[src/rtl/booth_mult_seq.sv]
// Sequential signed multiplier: radix-4 modified Booth, two multiplier bits per clock.
// Returns the low word of the product, a signed-overflow flag and a one-cycle ready strobe.
module booth_mult_seq #(
    parameter int unsigned WIDTH = 32
) (
    input  logic             clock,
    input  logic             reset_n,
    input  logic             ctrl_MULT,
    input  logic [WIDTH-1:0] data_operandA,
    input  logic [WIDTH-1:0] data_operandB,
    output logic [WIDTH-1:0] data_result,
    output logic             data_exception,
    output logic             data_resultRDY,
    output logic             busy
);

    localparam int unsigned STEPS = WIDTH / 2;
    localparam int unsigned CW    = (STEPS > 1) ? $clog2(STEPS) : 1;
    localparam int unsigned PW    = WIDTH + 2;

    typedef enum logic [1:0] {
        S_IDLE = 2'd0,
        S_RUN  = 2'd1,
        S_DONE = 2'd2
    } state_e;

    state_e           state_q;
    logic [PW-1:0]    m_q;
    logic [PW-1:0]    p_q;
    logic [WIDTH-1:0] q_q;
    logic             q1_q;
    logic [CW-1:0]    cnt_q;
    logic [WIDTH-1:0] result_q;
    logic             exc_q;
    logic             rdy_q;
    logic             busy_q;

    logic [PW-1:0]    m2_c;
    logic [PW-1:0]    addend_c;
    logic             sub_c;
    logic [PW-1:0]    sum_c;
    logic [PW-1:0]    p_d;
    logic [WIDTH-1:0] q_d;
    logic             q1_d;
    logic             exc_d;
    logic             last_c;

    // One Booth step: recode {Q[1:0], q_1}, add/sub the multiple, then arithmetic shift by 2.
    always_comb begin
        m2_c     = {m_q[PW-2:0], 1'b0};
        addend_c = '0;
        sub_c    = 1'b0;
        unique case ({q_q[1:0], q1_q})
            3'b001, 3'b010: addend_c = m_q;
            3'b011:         addend_c = m2_c;
            3'b100: begin
                addend_c = ~m2_c;
                sub_c    = 1'b1;
            end
            3'b101, 3'b110: begin
                addend_c = ~m_q;
                sub_c    = 1'b1;
            end
            default:        addend_c = '0;
        endcase
        sum_c  = p_q + addend_c + PW'(sub_c);
        p_d    = {{2{sum_c[PW-1]}}, sum_c[PW-1:2]};
        q_d    = {sum_c[1:0], q_q[WIDTH-1:2]};
        q1_d   = q_q[1];
        exc_d  = (p_d != {PW{q_d[WIDTH-1]}});
        last_c = (cnt_q == CW'(STEPS - 1));
    end

    always_ff @(posedge clock) begin
        if (!reset_n) begin
            state_q  <= S_IDLE;
            m_q      <= '0;
            p_q      <= '0;
            q_q      <= '0;
            q1_q     <= 1'b0;
            cnt_q    <= '0;
            result_q <= '0;
            exc_q    <= 1'b0;
            rdy_q    <= 1'b0;
            busy_q   <= 1'b0;
        end else begin
            rdy_q <= 1'b0;
            if (state_q == S_RUN) begin
                p_q   <= p_d;
                q_q   <= q_d;
                q1_q  <= q1_d;
                cnt_q <= cnt_q + CW'(1);
                if (last_c) begin
                    state_q  <= S_DONE;
                    result_q <= q_d;
                    exc_q    <= exc_d;
                    rdy_q    <= 1'b1;
                    busy_q   <= 1'b0;
                end
            end else if (ctrl_MULT) begin
                // Start accepted from IDLE or DONE; DONE start gives back-to-back operation.
                state_q <= S_RUN;
                m_q     <= {{2{data_operandA[WIDTH-1]}}, data_operandA};
                p_q     <= '0;
                q_q     <= data_operandB;
                q1_q    <= 1'b0;
                cnt_q   <= '0;
                busy_q  <= 1'b1;
            end else begin
                state_q <= S_IDLE;
            end
        end
    end

    assign data_result    = result_q;
    assign data_exception = exc_q;
    assign data_resultRDY = rdy_q;
    assign busy           = busy_q;

endmodule

[config.mk]
export PLATFORM = sky130hd
export DESIGN_NAME = booth_mult_seq
export DESIGN_NICKNAME = d
export VERILOG_FILES = /design/src/rtl/booth_mult_seq.sv
export SDC_FILE = /design/constraint.sdc
export NUM_CORES = 1
export LEC_CHECK = 0
export ABC_AREA = 1
export BUFFER_PORTS_ARGS = -buffer_cell sky130_fd_sc_hd__buf_2
export CORE_MARGIN = 3
export CORE_UTILIZATION = 59
export CTS_CLUSTER_DIAMETER = 100
export DETAILED_ROUTE_END_ITERATION = 7
export GPL_ROUTABILITY_DRIVEN = 0
export GPL_TIMING_DRIVEN = 0
export PLACE_DENSITY = 0.91
export SYNTH_ARGS = -nofsm -noshare
export SYNTH_HDL_FRONTEND = slang
export SYNTH_SLANG_ARGS = --single-unit
[constraint.sdc]
create_clock -name clock -period 3.7 [get_ports clock]
set_clock_uncertainty 0.2 [all_clocks]
set_input_delay 0.925 -clock clock [delete_from_list [all_inputs] [get_ports clock]]
set_output_delay 0.925 -clock clock [all_outputs]
set_load 0.1 [all_outputs]
# [After elaboration in Yosys (flattened, before gate mapping)]
# Cells that the tools add are included.
[totals] memories=0 output_inout_bits=35 latch_bits=0 mem_bits_ro=0 ram_bits=0 regBits=140 input_bits=67 wordCells=51
[classes] n_lt_le_gt_ge=0 addsub=3 div_mod_pow=0 eq_ne=10 n_shift=0 bitwise=3 mul=0 mux=17 n_reduce_logical=8
[ops] cell="$pmux W34 S4" n=1
[ops] cell="$mux W34" n=2
[ops] cell="$not A34 Y34" n=2
[ops] cell="$mux W32" n=2
[ops] cell="$add A34 B1 Y34" n=1
[ops] cell="$add A34 B34 Y34" n=1
[ops] cell="$ne A34 B34 Y1" n=1
[ops] cell="$eq A3 B3 Y1 const B" n=3
[ops] cell="$mux W1" n=8
[ops] cell="$mux W4" n=2
[ops] cell="$reduce_and A2 Y1" n=4
[ops] cell="$eq A3 B2 Y1 const B" n=2
[ops] cell="$add A4 B1 Y4 const B" n=1
[ops] cell="$eq A4 B4 Y1 const B" n=1
[ops] cell="$mux W2" n=2
[ops] cell="$reduce_or A2 Y1" n=2
[ops] cell="$eq A3 B1 Y1 const B" n=1
[ops] cell="$reduce_or A3 Y1" n=1
[ops] cell="$eq A2 B1 Y1 const B" n=1
[ops] cell="$ne A2 B2 Y1 const B" n=1
[ops] cell="$reduce_bool A2 Y1" n=1
[ops] cell="$not A1 Y1" n=1

# [Longest topological paths before layout]
[logic_depth] depth_word=6 depth_mapped=28 mapped_depth_nobuf=27

# [Worst setup path after synthesis]
# Ideal clock, no wire load.
[synth_path] path_kind="register to register" start="reg q1_q" end="reg exc_q (netlist: data_exception)" synth_period_minus_slack_ps=3362 slack_ps=338 path_buffers=1 setup_ps=115 path_stages_with_launch=22 required_ps=3385 t_arrival_ps=3047 cell_sequence="dfxtp_1 > nor2_1 > inv_1 > nor2_1 > inv_2 > clkbuf_1 > o211ai_1 > fa_1 > fa_1 > nand2_1 > nand3_1 > and2_1 > xor2_1 > nand3_1 > nor2_1 > nand4_1 > nand2_1 > inv_1 > a21oi_1 > nand3_1 > nand2_1 > nand2_1"
[synth_via] elab_chain_len=6 elab_cells_between_ends=14 cone_classes="2 x add/sub; 7 x eq/ne; 2 x mux; 3 x reduce/logical"
[synth_lines] item="start: declaration" line_no="31" rtl="logic q1_q;"
[synth_lines] item="start signal: assignment" line_no="91" rtl="q1_q <= q1_d;"
[synth_lines] item="$eq A3 B3 Y1 (tied with other cells)" line_no="53" rtl="unique case ({q_q[1:0], q1_q})"
[synth_lines] item="$reduce_or A2 Y1" line_no="53"
[synth_lines] item="$pmux W34 S4" line_no="53"
[synth_lines] item="$add A34 B34 Y34" line_no="66" rtl="sum_c = p_q + addend_c + PW'(sub_c);"
[synth_lines] item="$add A34 B1 Y34 (*)" line_no="66"
[synth_lines] item="$ne A34 B34 Y1 (*)" line_no="70" rtl="exc_d = (p_d != {PW{q_d[WIDTH-1]}});"
[synth_lines] item="end signal: assignment" line_no="83" rtl="exc_q <= 1'b0;"
[synth_lines] item="end signal: assignment" line_no="96" rtl="exc_q <= exc_d;"
[synth_lines] item="end: declaration" line_no="34" rtl="logic exc_q;"
# Mark *: on every way between the ends. The rest lies on a longest branch, timed or not.
# A chain may end at the register's enable or synchronous reset.

# [Final worst setup path]
[layout_path] start="reg q_q[0]" end="reg exc_q (netlist: data_exception)"
[layout_via] elab_chain_len=6 elab_cells_between_ends=14 cone_classes="2 x add/sub; 7 x eq/ne; 2 x mux; 3 x reduce/logical"
[layout_lines] item="start: declaration" line_no="30" rtl="logic [WIDTH-1:0] q_q;"
[layout_lines] item="start signal: assignment" line_no="90" rtl="q_q <= q_d;"
[layout_lines] item="start signal: assignment" line_no="105" rtl="q_q <= data_operandB;"
[layout_lines] item="$eq A3 B3 Y1 (tied with other cells)" line_no="53"
[layout_lines] item="$reduce_or A2 Y1" line_no="53"
[layout_lines] item="$pmux W34 S4" line_no="53"
[layout_lines] item="$add A34 B34 Y34" line_no="66"
[layout_lines] item="$add A34 B1 Y34 (*)" line_no="66"
[layout_lines] item="$ne A34 B34 Y1 (*)" line_no="70"
# Marked as above.

==> run_results.csv <==
group,metric,value,unit
sta,drv_slew,0,
detailed_routing,viasPerCell,6.23,
cts,clock_latency,0.44,ns
detailed_routing,vias,11000,
detailed_routing,drc_errors,6,
place,dp_hpwl,20.7,mm
grt,grt_pass1_wl,46.3,mm
place,portBuffers,101,
setup_path,r2r-end,"data_exception$_SDFFE_PN0P_",
finish,drive_gt1_share,19.3,%
floorplan,rows,43,
finish,diodes,0,
finish,final_cell_mix,"nand2_1 (475), inv_1 (199), nor2_1 (135), dfxtp_1 (135), buf_2 (104)",
logic_synthesis,syn-instance-count,1426,
power_and_ir_drop,peakVddDrop,381,uV
setup_path,cp-start-kind,"flop",
cts,cts_tree,"built",
grt,grt_pass1_vias,9970,
floorplan,die_width,127,um
setup_path,crit_arrival,4.02,ns
finish,nNetsFinal,1668,
grt,grt-ovfl-total,0,
sta,rsz0062_at_grt,"true",
sta,slew_headroom,41.7,%
detailed_routing,drt_wl_total,32.8,mm
place,place_area,0.00943,mm2
logic_synthesis,syn_nets,1528,
finish,design_area,0.0110,mm2
floorplan,start_util,61.4,%
cts,clock-sinks,138,
sta,fin_ws,-0.192,ns
power_and_ir_drop,p_per_area,394,mW/mm2
setup_path,cp-end-kind,"flop",
logic_synthesis,yosysUniqueCellTypes,34,
outcome,outcome,"finished, violations left",
logic_synthesis,synth_area,0.00869,mm2
logic_synthesis,yosys_warnings,0,
logic_synthesis,yosysSeqAreaShare,31.8,%
setup_path,worst-r2r-setup-slack,-0.19,ns
logic_synthesis,synthTopCellsByArea,"dfxtp_1 (32%), nand2_1 (21%), inv_1 (8.9%)",
setup_path,cp.required,3.83,ns
setup_path,rr_worst_depth,21,
floorplan,dieArea,0.0162,mm2
logic_synthesis,synth_area_leader_cell,"dfxtp_1",
cts,cts_made_buffers,17,
setup_path,worstSetupPathType,"flop to flop",
cts,path_clk_slew,0.07,ns
sta,worstMarginPinSlew,0.874,ns
grt,grt_antenna_before_repair,0,
detailed_routing,post_drt_wl_per_cell,18.7,um
setup_path,cp_max_fo,10,
grt,grt_max_degree,17,
power_and_ir_drop,fin_total_pwr,4320,uW
detailed_routing,drtPass1Iterations,8,
finish,area_growth,26.1,%
setup_path,endpoint,"data_exception$_SDFFE_PN0P_",
logic_synthesis,postSynthAreaPerCell,6.10,um2
sta,period_share,105,%
sta,setup_viol,1,
power_and_ir_drop,leakage,0.00545,uW
grt,grt_usage,35.5,%
outcome,failed_checks,"DRC, setup timing",
sta,period_needed,3.89,ns
setup_path,startpoint,"q_q[0]$_SDFFE_PN0P_",
hold_path,hold_class,"flop to flop",
logic_synthesis,synth_ff_type,"dfxtp_1",
logic_synthesis,postSynth.asyncResetShare,0,%
setup_path,r2r-start,"q_q[0]$_SDFFE_PN0P_",
sta,fmax,257,MHz
finish,final_common_cell,"nand2_1",
run,cap_violations,0,
logic_synthesis,synth_enable_flop_cells,0,
sta,hold_viol_final,0,
floorplan,ios,102,
cts,htreeDepth,4,
floorplan,floorplan.core_area,0.0141,mm2
cts,clockBufferDepth,2,
floorplan,die_h,127,um
cts,cts_root_buf,"clkbuf_16",
logic_synthesis,synth_top_area_share,31.8,%
detailed_routing,initialDrtViolationCount,1788,
detailed_routing,drtAntennaViolNets,0,
logic_synthesis,synth_seq_cells,138,
[worst min-delay path by stage]
stage | startpoint | to | slack [ns] | cells past startpoint
final | data_result[12]$_SDFFE_PN0P_ | data_result[12]$_SDFFE_PN0P_ | 0.26 | 2
after global routing | data_result[13]$_SDFFE_PN0P_ | data_result[13]$_SDFFE_PN0P_ | 0.28 | 2
after CTS | data_result[10]$_SDFFE_PN0P_ | data_result[10]$_SDFFE_PN0P_ | 0.26 | 2
after detailed placement | data_result[30]$_SDFFE_PN0P_ | data_result[30]$_SDFFE_PN0P_ | 0.24 | 2
after global placement | data_result[30]$_SDFFE_PN0P_ | data_result[30]$_SDFFE_PN0P_ | 0.23 | 2
after floorplan | p_q[4]$_SDFFE_PN0P_ | p_q[4]$_SDFFE_PN0P_ | 0.25 | 2
[critical path, cell delays in order (launching register included)]
cell	delay, ns
dfxtp_4	0.37
nor2_4	0.19
nor3_4	0.10
clkbuf_4	0.20
a221oi_1	0.39
o21ai_1	0.17
ha_1	0.42
nand2_1	0.17
nor2_1	0.24
nand2_1	0.13
nor2_1	0.19
nand2_2	0.12
nand2_1	0.10
nand2_1	0.05
nand2_1	0.08
nand2_1	0.07
nor2_2	0.11
nand3_1	0.08
nand2_1	0.12
nand3_2	0.14
nand2_1	0.09
nand2_1	0.06
[cell families (layout without fill, tap and decap cells)]
family | count (synthesis) | count (layout) | synth area share, %
XOR/XNOR | 8 | 8 | 0.806
buffers and inverters | 267 | 420 | 11.6
adder cells (fa/ha/maj) | 35 | 35 | 5.21
AND/OR/NAND/NOR | 741 | 741 | 34.2
flip-flops | 138 | 138 | 31.8
AO/OA/AOI/OAI | 237 | 237 | 16.4
[state kept, by name (all words and copies together) (netlist names)]
name / cells
busy: 1
cnt_q: 4
data_exception: 1
data_result: 32
data_resultRDY: 1
m_q: 32
p_q: 32
q1_q: 1
q_q: 32
state_q: 2
[through the flow]
stage / cells / util [%] / setup TNS [ns] / worst slack, ns / hold slack (ns)
finish: 1759 / 77.5 / -0.192 / -0.192 / 0.258
global placement: 1707 / 66.6 / -0.664 / -0.587 / 0.225
global route: 1759 / 77.5 / -0.716 / -0.511 / 0.277
floorplan: 1426 / - / 0 / 0.338 / 0.250
CTS: 1749 / 72.9 / 0 / 0.000700 / 0.260
detailed placement: 1707 / 66.6 / -0.889 / -0.633 / 0.239
[Yosys cell counts, types with 10 or more instances]
master and instances:
a221oi_1 23, dfxtp_1 138, inv_2 12, ha_1 33, inv_1 205, o221ai_1 10
nand3_1 54, nand2_1 490, o211ai_1 11, a21oi_1 64, nand4_1 10, clkbuf_1 42
nor2_1 153, o21ai_0 100, a22oi_1 13
[per-layer routing]
layer,up-vias,part of all wire [%],global-route usage (%)
met5,-,0,0
met4,0,8.8,23.8
met3,327,12,11.0
met2,913,45,59.2
met1,4884,34,38.9
li1,4827,-,-
[power breakdown]
group | total, uW | switching [uW] | internal [uW]
sequential | 1630 | 77.3 | 1550
combinational | 822 | 532 | 290
clock | 1870 | 753 | 1110
[repair_timing]
| item | in CTS | in global routing |
|---|---|---|
| cloned | 0 | 0 |
| endpoints found under the setup margin | 9 | 5 |
| pin swaps | 13 | 29 |
| gates resized for setup | 68 | 140 |
| endpoints found under the hold margin | 0 | 0 |
| hold buffers | 0 | 0 |
| setup buffers | 10 | 10 |
[final cells by class]
| type | count | area (um2) |
|---|---|---|
| fill | 883 | 3180 |
| clock inverter | 13 | 180 |
| sequential | 138 | 2770 |
| multi-input combinational | 1021 | 5600 |
| clock buffer | 19 | 453 |
| buffer | 49 | 236 |
| inverter | 218 | 827 |
| timing repair buffer | 121 | 668 |
| tap | 180 | 225 |
(Power assumes the default switching activity.)
